**src/rtl/axi_read_arbiter.sv**
```systemverilog
// Shares one AXI4 read channel between the instruction-fetch and data-cache requesters.
// One burst is in flight at a time; ties are broken round-robin and R beats are steered by rid.
module axi_read_arbiter #(
  parameter int         DATA_WIDTH = 32,
  parameter logic [3:0] INST_ID    = 4'd0,
  parameter logic [3:0] DATA_ID    = 4'd1
) (
  input  logic                  aclk,
  input  logic                  aresetn,
  input  logic                  inst_req_valid,
  output logic                  inst_req_ready,
  input  logic [31:0]           inst_req_addr,
  input  logic [7:0]            inst_req_len,
  input  logic [2:0]            inst_req_size,
  output logic                  inst_rsp_valid,
  output logic [DATA_WIDTH-1:0] inst_rsp_data,
  output logic [1:0]            inst_rsp_resp,
  output logic                  inst_rsp_last,
  input  logic                  data_req_valid,
  output logic                  data_req_ready,
  input  logic [31:0]           data_req_addr,
  input  logic [7:0]            data_req_len,
  input  logic [2:0]            data_req_size,
  output logic                  data_rsp_valid,
  output logic [DATA_WIDTH-1:0] data_rsp_data,
  output logic [1:0]            data_rsp_resp,
  output logic                  data_rsp_last,
  output logic [3:0]            arid,
  output logic [31:0]           araddr,
  output logic [7:0]            arlen,
  output logic [2:0]            arsize,
  output logic [1:0]            arburst,
  output logic [1:0]            arlock,
  output logic [3:0]            arcache,
  output logic [2:0]            arprot,
  output logic                  arvalid,
  input  logic                  arready,
  input  logic [3:0]            rid,
  input  logic [DATA_WIDTH-1:0] rdata,
  input  logic [1:0]            rresp,
  input  logic                  rlast,
  input  logic                  rvalid,
  output logic                  rready,
  output logic [1:0]            dbg_state_o
);

  // Handshakes: a transfer happens on a rising edge where valid && ready; a raised
  // valid (arvalid, *_req_valid) is held with a stable payload until that edge.
  typedef enum logic [1:0] {IDLE = 2'd0, ADDR = 2'd1, DATA = 2'd2} state_t;

  state_t      state_q, state_d;
  logic        last_grant_q;  // 1 = data side won the previous grant
  logic        grant_q;       // 1 = data side owns the current burst
  logic [3:0]  arid_q;
  logic [31:0] araddr_q;
  logic [7:0]  arlen_q;
  logic [2:0]  arsize_q;
  logic        beat_match;

  assign beat_match = rvalid && (rid == arid_q);

  always_comb begin
    state_d        = state_q;
    inst_req_ready = 1'b0;
    data_req_ready = 1'b0;
    arvalid        = 1'b0;
    rready         = 1'b0;
    inst_rsp_valid = 1'b0;
    data_rsp_valid = 1'b0;
    case (state_q)
      IDLE: begin
        // Readies are gated by aresetn so no grant is shown while reset is held.
        if (inst_req_valid && (!data_req_valid || last_grant_q)) begin
          inst_req_ready = aresetn;
          state_d        = ADDR;
        end else if (data_req_valid) begin
          data_req_ready = aresetn;
          state_d        = ADDR;
        end
      end
      ADDR: begin
        arvalid = 1'b1;
        if (arready) state_d = DATA;
      end
      DATA: begin
        rready = 1'b1;
        if (beat_match) begin
          inst_rsp_valid = !grant_q;
          data_rsp_valid = grant_q;
          if (rlast) state_d = IDLE;
        end
      end
      default: state_d = IDLE;
    endcase
  end

  always_ff @(posedge aclk or negedge aresetn) begin
    if (!aresetn) begin
      state_q      <= IDLE;
      last_grant_q <= 1'b1;
      grant_q      <= 1'b0;
      arid_q       <= 4'd0;
      araddr_q     <= 32'd0;
      arlen_q      <= 8'd0;
      arsize_q     <= 3'd0;
    end else begin
      state_q <= state_d;
      if (inst_req_ready) begin
        arid_q       <= INST_ID;
        araddr_q     <= inst_req_addr;
        arlen_q      <= inst_req_len;
        arsize_q     <= inst_req_size;
        grant_q      <= 1'b0;
        last_grant_q <= 1'b0;
      end else if (data_req_ready) begin
        arid_q       <= DATA_ID;
        araddr_q     <= data_req_addr;
        arlen_q      <= data_req_len;
        arsize_q     <= data_req_size;
        grant_q      <= 1'b1;
        last_grant_q <= 1'b1;
      end
    end
  end

  assign arid    = arid_q;
  assign araddr  = araddr_q;
  assign arlen   = arlen_q;
  assign arsize  = arsize_q;
  assign arburst = 2'b01;
  assign arlock  = 2'b00;
  assign arcache = 4'd0;
  assign arprot  = 3'd0;

  assign inst_rsp_data = rdata;
  assign inst_rsp_resp = rresp;
  assign inst_rsp_last = inst_rsp_valid && rlast;
  assign data_rsp_data = rdata;
  assign data_rsp_resp = rresp;
  assign data_rsp_last = data_rsp_valid && rlast;

  assign dbg_state_o = state_q;

endmodule

```
**config.mk**
```make
export PLATFORM = sky130hd
export DESIGN_NAME = axi_read_arbiter
export DESIGN_NICKNAME = d
export VERILOG_FILES = /design/src/rtl/axi_read_arbiter.sv
export SDC_FILE = /design/constraint.sdc
export NUM_CORES = 1
export LEC_CHECK = 0
export CORE_AREA = 2 2 104 106
export DETAILED_ROUTE_END_ITERATION = 10
export DIE_AREA = 0 0 106 108
export PLACE_DENSITY = 0.78
export SYNTH_ARGS = -nofsm -noshare
export SYNTH_HDL_FRONTEND = slang
export SYNTH_SLANG_ARGS = --single-unit
```
**constraint.sdc**
```tcl
create_clock -name aclk -period 2.6 [get_ports aclk]
set_input_delay 0.26 -clock aclk [delete_from_list [all_inputs] [get_ports aclk]]
set_output_delay 0.26 -clock aclk [all_outputs]
set_load 0.05 [all_outputs]
```
After elaboration in Yosys (flattened, before gate mapping)
Cells that the tools add are included.
{"block": "totals", "mem_bits_rw": 0, "latchBits": 0, "regBits": 51, "wordCells": 51, "memories": 0, "mem_bits_ro": 0, "output_inout_bits": 136}
{"block": "classes", "bitwise_logic": 0, "reduce_logical": 10, "div_mod_pow": 0, "n_eq_ne": 7, "add_sub_neg": 0, "order_cmp": 0, "shift": 0, "n_mux": 27, "mul": 0}
{"op": "2-to-1 mux 32 bit", "n": 2}
{"op": "2-to-1 mux 8 bit", "n": 2}
{"op": "2-to-1 mux 1 bit", "n": 13}
{"op": "2-to-1 mux 2 bit", "n": 5}
{"op": "2-to-1 mux 4 bit", "n": 2}
{"op": "2-to-1 mux 3 bit", "n": 2}
{"op": "inequality test 2 bit (second input constant)", "n": 3}
{"op": "case mux 2 bit (3 select lines)", "n": 1}
{"op": "== test 4 bit", "n": 1}
{"op": "logical AND 1 bit", "n": 4}
{"op": "AND reduction 4 bit", "n": 1}
{"op": "inequality test 3 bit (second input constant)", "n": 1}
{"op": "== test 2 x 1 -> 1 bit (second input constant)", "n": 1}
{"op": "== test 2 bit (second input constant)", "n": 1}
{"op": "zero test 1 bit", "n": 2}
{"op": "zero test 2 bit", "n": 1}
{"op": "nonzero test 2 bit", "n": 1}
{"op": "logical OR 1 bit", "n": 1}

Depth between registers and ports, before layout
{"block": "depth", "ltp_word": 7, "mapped_depth": 5}

Worst setup path after synthesis
Ideal clock, no wire load.
{"block": "synth_path", "path_type": "reg-to-output", "startpoint": "reg state_q[1] (netlist: dbg_state_o[1])", "endpoint": "out inst_rsp_last", "stages_incl_launch_ff": 4, "setup_slack_ps": -511, "t_arrival_ps": 2851, "n_path_buf": 0, "cell_sequence": "dfrtp_1 nor2b_1 nand3_1 nor3_1"}
{"block": "synth_between", "elab_chain_len": 3}
{"element": "from (decl)", "line": "51", "text": "state_t state_q, state_d;"}
{"element": "from (signal assigned)", "line": "107", "text": "state_q <= state_d;"}
{"element": "== test 2 bit", "line": "70", "text": "case (state_q)"}
{"element": "2-to-1 mux 1 bit", "line": "70"}
{"element": "logical AND 1 bit", "line": "137", "text": "assign inst_rsp_last = inst_rsp_valid && rlast;"}
{"element": "to (decl)", "line": "18", "text": "output logic inst_rsp_last,"}
No other way between the ends.

Worst setup path in the final report
{"block": "layout_path", "startpoint": "reg state_q[1] (netlist: dbg_state_o[1])", "endpoint": "out rready"}
{"block": "layout_between", "elab_chain_len": 2}
{"element": "== test 2 bit", "line": "70"}
{"element": "2-to-1 mux 1 bit", "line": "70"}
{"element": "to (decl)", "line": "43", "text": "output logic rready,"}
No other way between the ends.

==> results.yml <==
synthesis:
  synth_edf_count: 0
  yosys.area.top_type: "dfrtp_1"
  ys.flop_type: "dfrtp_1"
  synth.avg_cell_area_sq_um: 10.2
  synth.most_common_cell: "buf_4"
  yosysWarnings: 0
  synth_area_leaders: "dfrtp_1 (36%), buf_4 (20%), a221o_1 (14%)"
  synth_area_sq_um: 3160
  synthTopCellsByCount: "buf_4 (84), nand2_1 (47), dfrtp_1 (46)"
  seq_area_frac_synth_pct: 37.3
  ys_ff_latch: 47
  syn_inst: 311
  synthArstFlopShare_pct: 100
  ys_types: 28
  synth_top_cell_area_share_pct: 36.4
sta:
  finalHoldViolations: 0
  rsz0062_at_grt: "false"
  finalMaxSlewViolations: 0
  worst_slew_pin_slew_ns: 0.607
  finalClockSkew_ns: 0.00799
  fmax_ghz: 0.480
  post-route-min-period_ns: 2.09
  setup_viol: 0
  fin_crit_sh_pct: 80.2
  timing.slew.headroom_pct: 59.5
  tns_ns: 0
route:
  avgRoutedWirePerCell_microns: 16.7
  met3_length_microns: 729
  detail_route.first_pass.iterations: 4
  drc: 0
  route.met2.wl_mm: 4.18
  first_iter_violations: 110
  via_count: 2511
  met1Wirelength_mm: 3.58
  ant_nets: 0
  highest_layer: "met4"
  routed_wl_mm: 8.64
  routed_via_density: 4.86
layout:
  layout.cells.non_filler: 517
  n_antenna_cell: 0
  multiInputGateArea_sq_um: 1250
  area_delta_synth_final_pct: 34.7
  seq_area_sq_um: 1180
  finalNetCount: 511
  drive_gt1_share_pct: 18.6
  design_area_sq_um: 4260
  fill_cells: 991
die:
  start_util_pct: 30.9
  io_pins: 267
  rows: 37
  die_y_microns: 108
  die_area_sq_um: 11400
  core_sq_um: 10200
  chipWidth_microns: 106
placed_design:
  dp_hpwl_mm: 6.28
  place_congestion: 0.748
  place_area_sq_um: 4170
  dp_cells: 509
  port_buffers: 150
clock_tree:
  clkTransAtPathRegs_ns: 0.08
  cts_max_path_buffers: 2
  cts_buffers: 5
  insertion_delay_ns: 0.30
  cts_resized: 0
  cts_setup_buffers: 0
  clock_sinks: 47
  cts_root_buf: "clkbuf_8"
  htree_num_levels: 2
  cts_tree: "yes"
  hold_buffers: 0
global_routing:
  antenna_found_initial: 0
  grt_pass1_wl_mm: 13.4
  grt.total_usage_pct: 14.7
  grt_overflow: 0
  grt_start_max_net_pins: 48
  grt_pass1_vias: 2586
worst_setup_path:
  regToRegSetupSlack_ns: 0.58
  timing.rr.start: "dbg_state_o[0]"
  r2r_cells: 4
  r2r_end: "araddr[7]"
  startpoint_type: "register"
  worstPathMaxFanout: 7
  critPathTopFamily: "buffers and inverters"
  critPathRequiredTime_ns: 2.34
  crit_chain: "nor2b_2 -> clkdlybuf4s50_1"
  crit_start: "dbg_state_o[1]"
  critPathSlowestCell: "clkdlybuf4s50_1"
  slowest_delay_ns: 0.84
  critPathBufInv: 1
  end_kind: "output pin"
  crit_type: "reg2out"
  arrival_ns: 1.83
pwr:
  power_frac_clock_pct: 9.5
  p_per_area_nw_per_um2: 1130
  p_leak_uw: 0.00169
  sw_frac_of_total_pct: 50.0
  seqPwrFrac_pct: 27.4
  p_int_uw: 2420
  p_switching_uw: 2420
  ir_worst_vdd_uv: 540
  fin_total_pwr_uw: 4830
  p_comb_share_pct: 63.1
hold_path:
  hp-class: "in2async"
flow_run:
  cap_violations: 0
status:
  status: "complete, no violations"
-- worst max path at each step --
stage | end | cells past startpoint
detailed placement | araddr[26] | 4
global placement | araddr[21] | 4
floorplan | data_rsp_last | 3
global route | rready | 2
finish | rready | 2
CTS | rready | 2
-- layout by cell type (no fill, tap or decap), types with 2 or more instances in the layout --
cell             count
a21o_1               2
a221o_1             43
buf_12               3
buf_2                2
buf_4               10
clkbuf_8             6
clkdlybuf4s50_1    142
conb_1              14
dfrtp_1             46
nand2_1             47
nand3_1              2
nor2_1               2
nor3_1               4
nor3_2              42
-- area by class of cell --
class                           instances  area share (%)
Timing Repair Buffer                  157            36.8
Clock buffer                            7            2.03
Multi-Input combinational cell        168            29.3
Sequential cell                        47            27.7
Clock inverter                          1           0.118
Inverter                                1          0.0882
Tap cell                              136            4.00
-- cell families (layout without fill, tap and decap cells) --
| group | Yosys count | count (layout) | synth area share (%) |
|---|---|---|---|
| xor+xnor | 1 | 1 | 0.277 |
| simple gates | 106 | 106 | 22.0 |
| flops | 47 | 47 | 37.3 |
| compound gates | 47 | 47 | 14.5 |
| buf+inv | 108 | 166 | 25.7 |
| other cells | 2 | 14 | 0.238 |
-- flip-flops by register name, summed over array words and instances (netlist names) --
signal	count
arsize	3
dbg_state_o	2
arlen	8
last_grant_q	1
arid	1
araddr	32
-- metrics by stage --
stage / hold slack, ns / util (%) / setup WS [ns]
floorplan: -0.0356 / - / 0.137
global placement: 0.421 / 40.7 / 0.609
detailed placement: 0.421 / 40.7 / 0.545
CTS: 0.0801 / 41.6 / 0.491
global route: 0.112 / 41.6 / 0.376
finish: 0.0780 / 41.6 / 0.515
-- worst reg2reg max path: stages (launching register included) --
cell     delay (ns)
dfrtp_1        0.46
nor3b_2        0.35
and3_2         0.51
buf_4          0.41
a221o_1        0.23
-- per-layer routing --
layer / GRT usage (%) / vias to the layer above
li1: - / 1144
met1: 18.0 / 1215
met2: 24.9 / 142
met3: 4.10 / 10
met4: 5.55 / 0
met5: 0 / -
-- power by group through the flow --
stage / combinational, uW / sequential (uW) / clock [uW]
3_5_place_dp: 3070 / 1320 / 0
3_3_place_gp: 3030 / 1330 / 0
2_1_floorplan: 1260 / 2410 / 0
5_1_grt: 3190 / 1370 / 520
4_1_cts: 3070 / 1320 / 490
6_report: 3050 / 1320 / 459
Note: power is estimated with default switching activity, not from simulation.
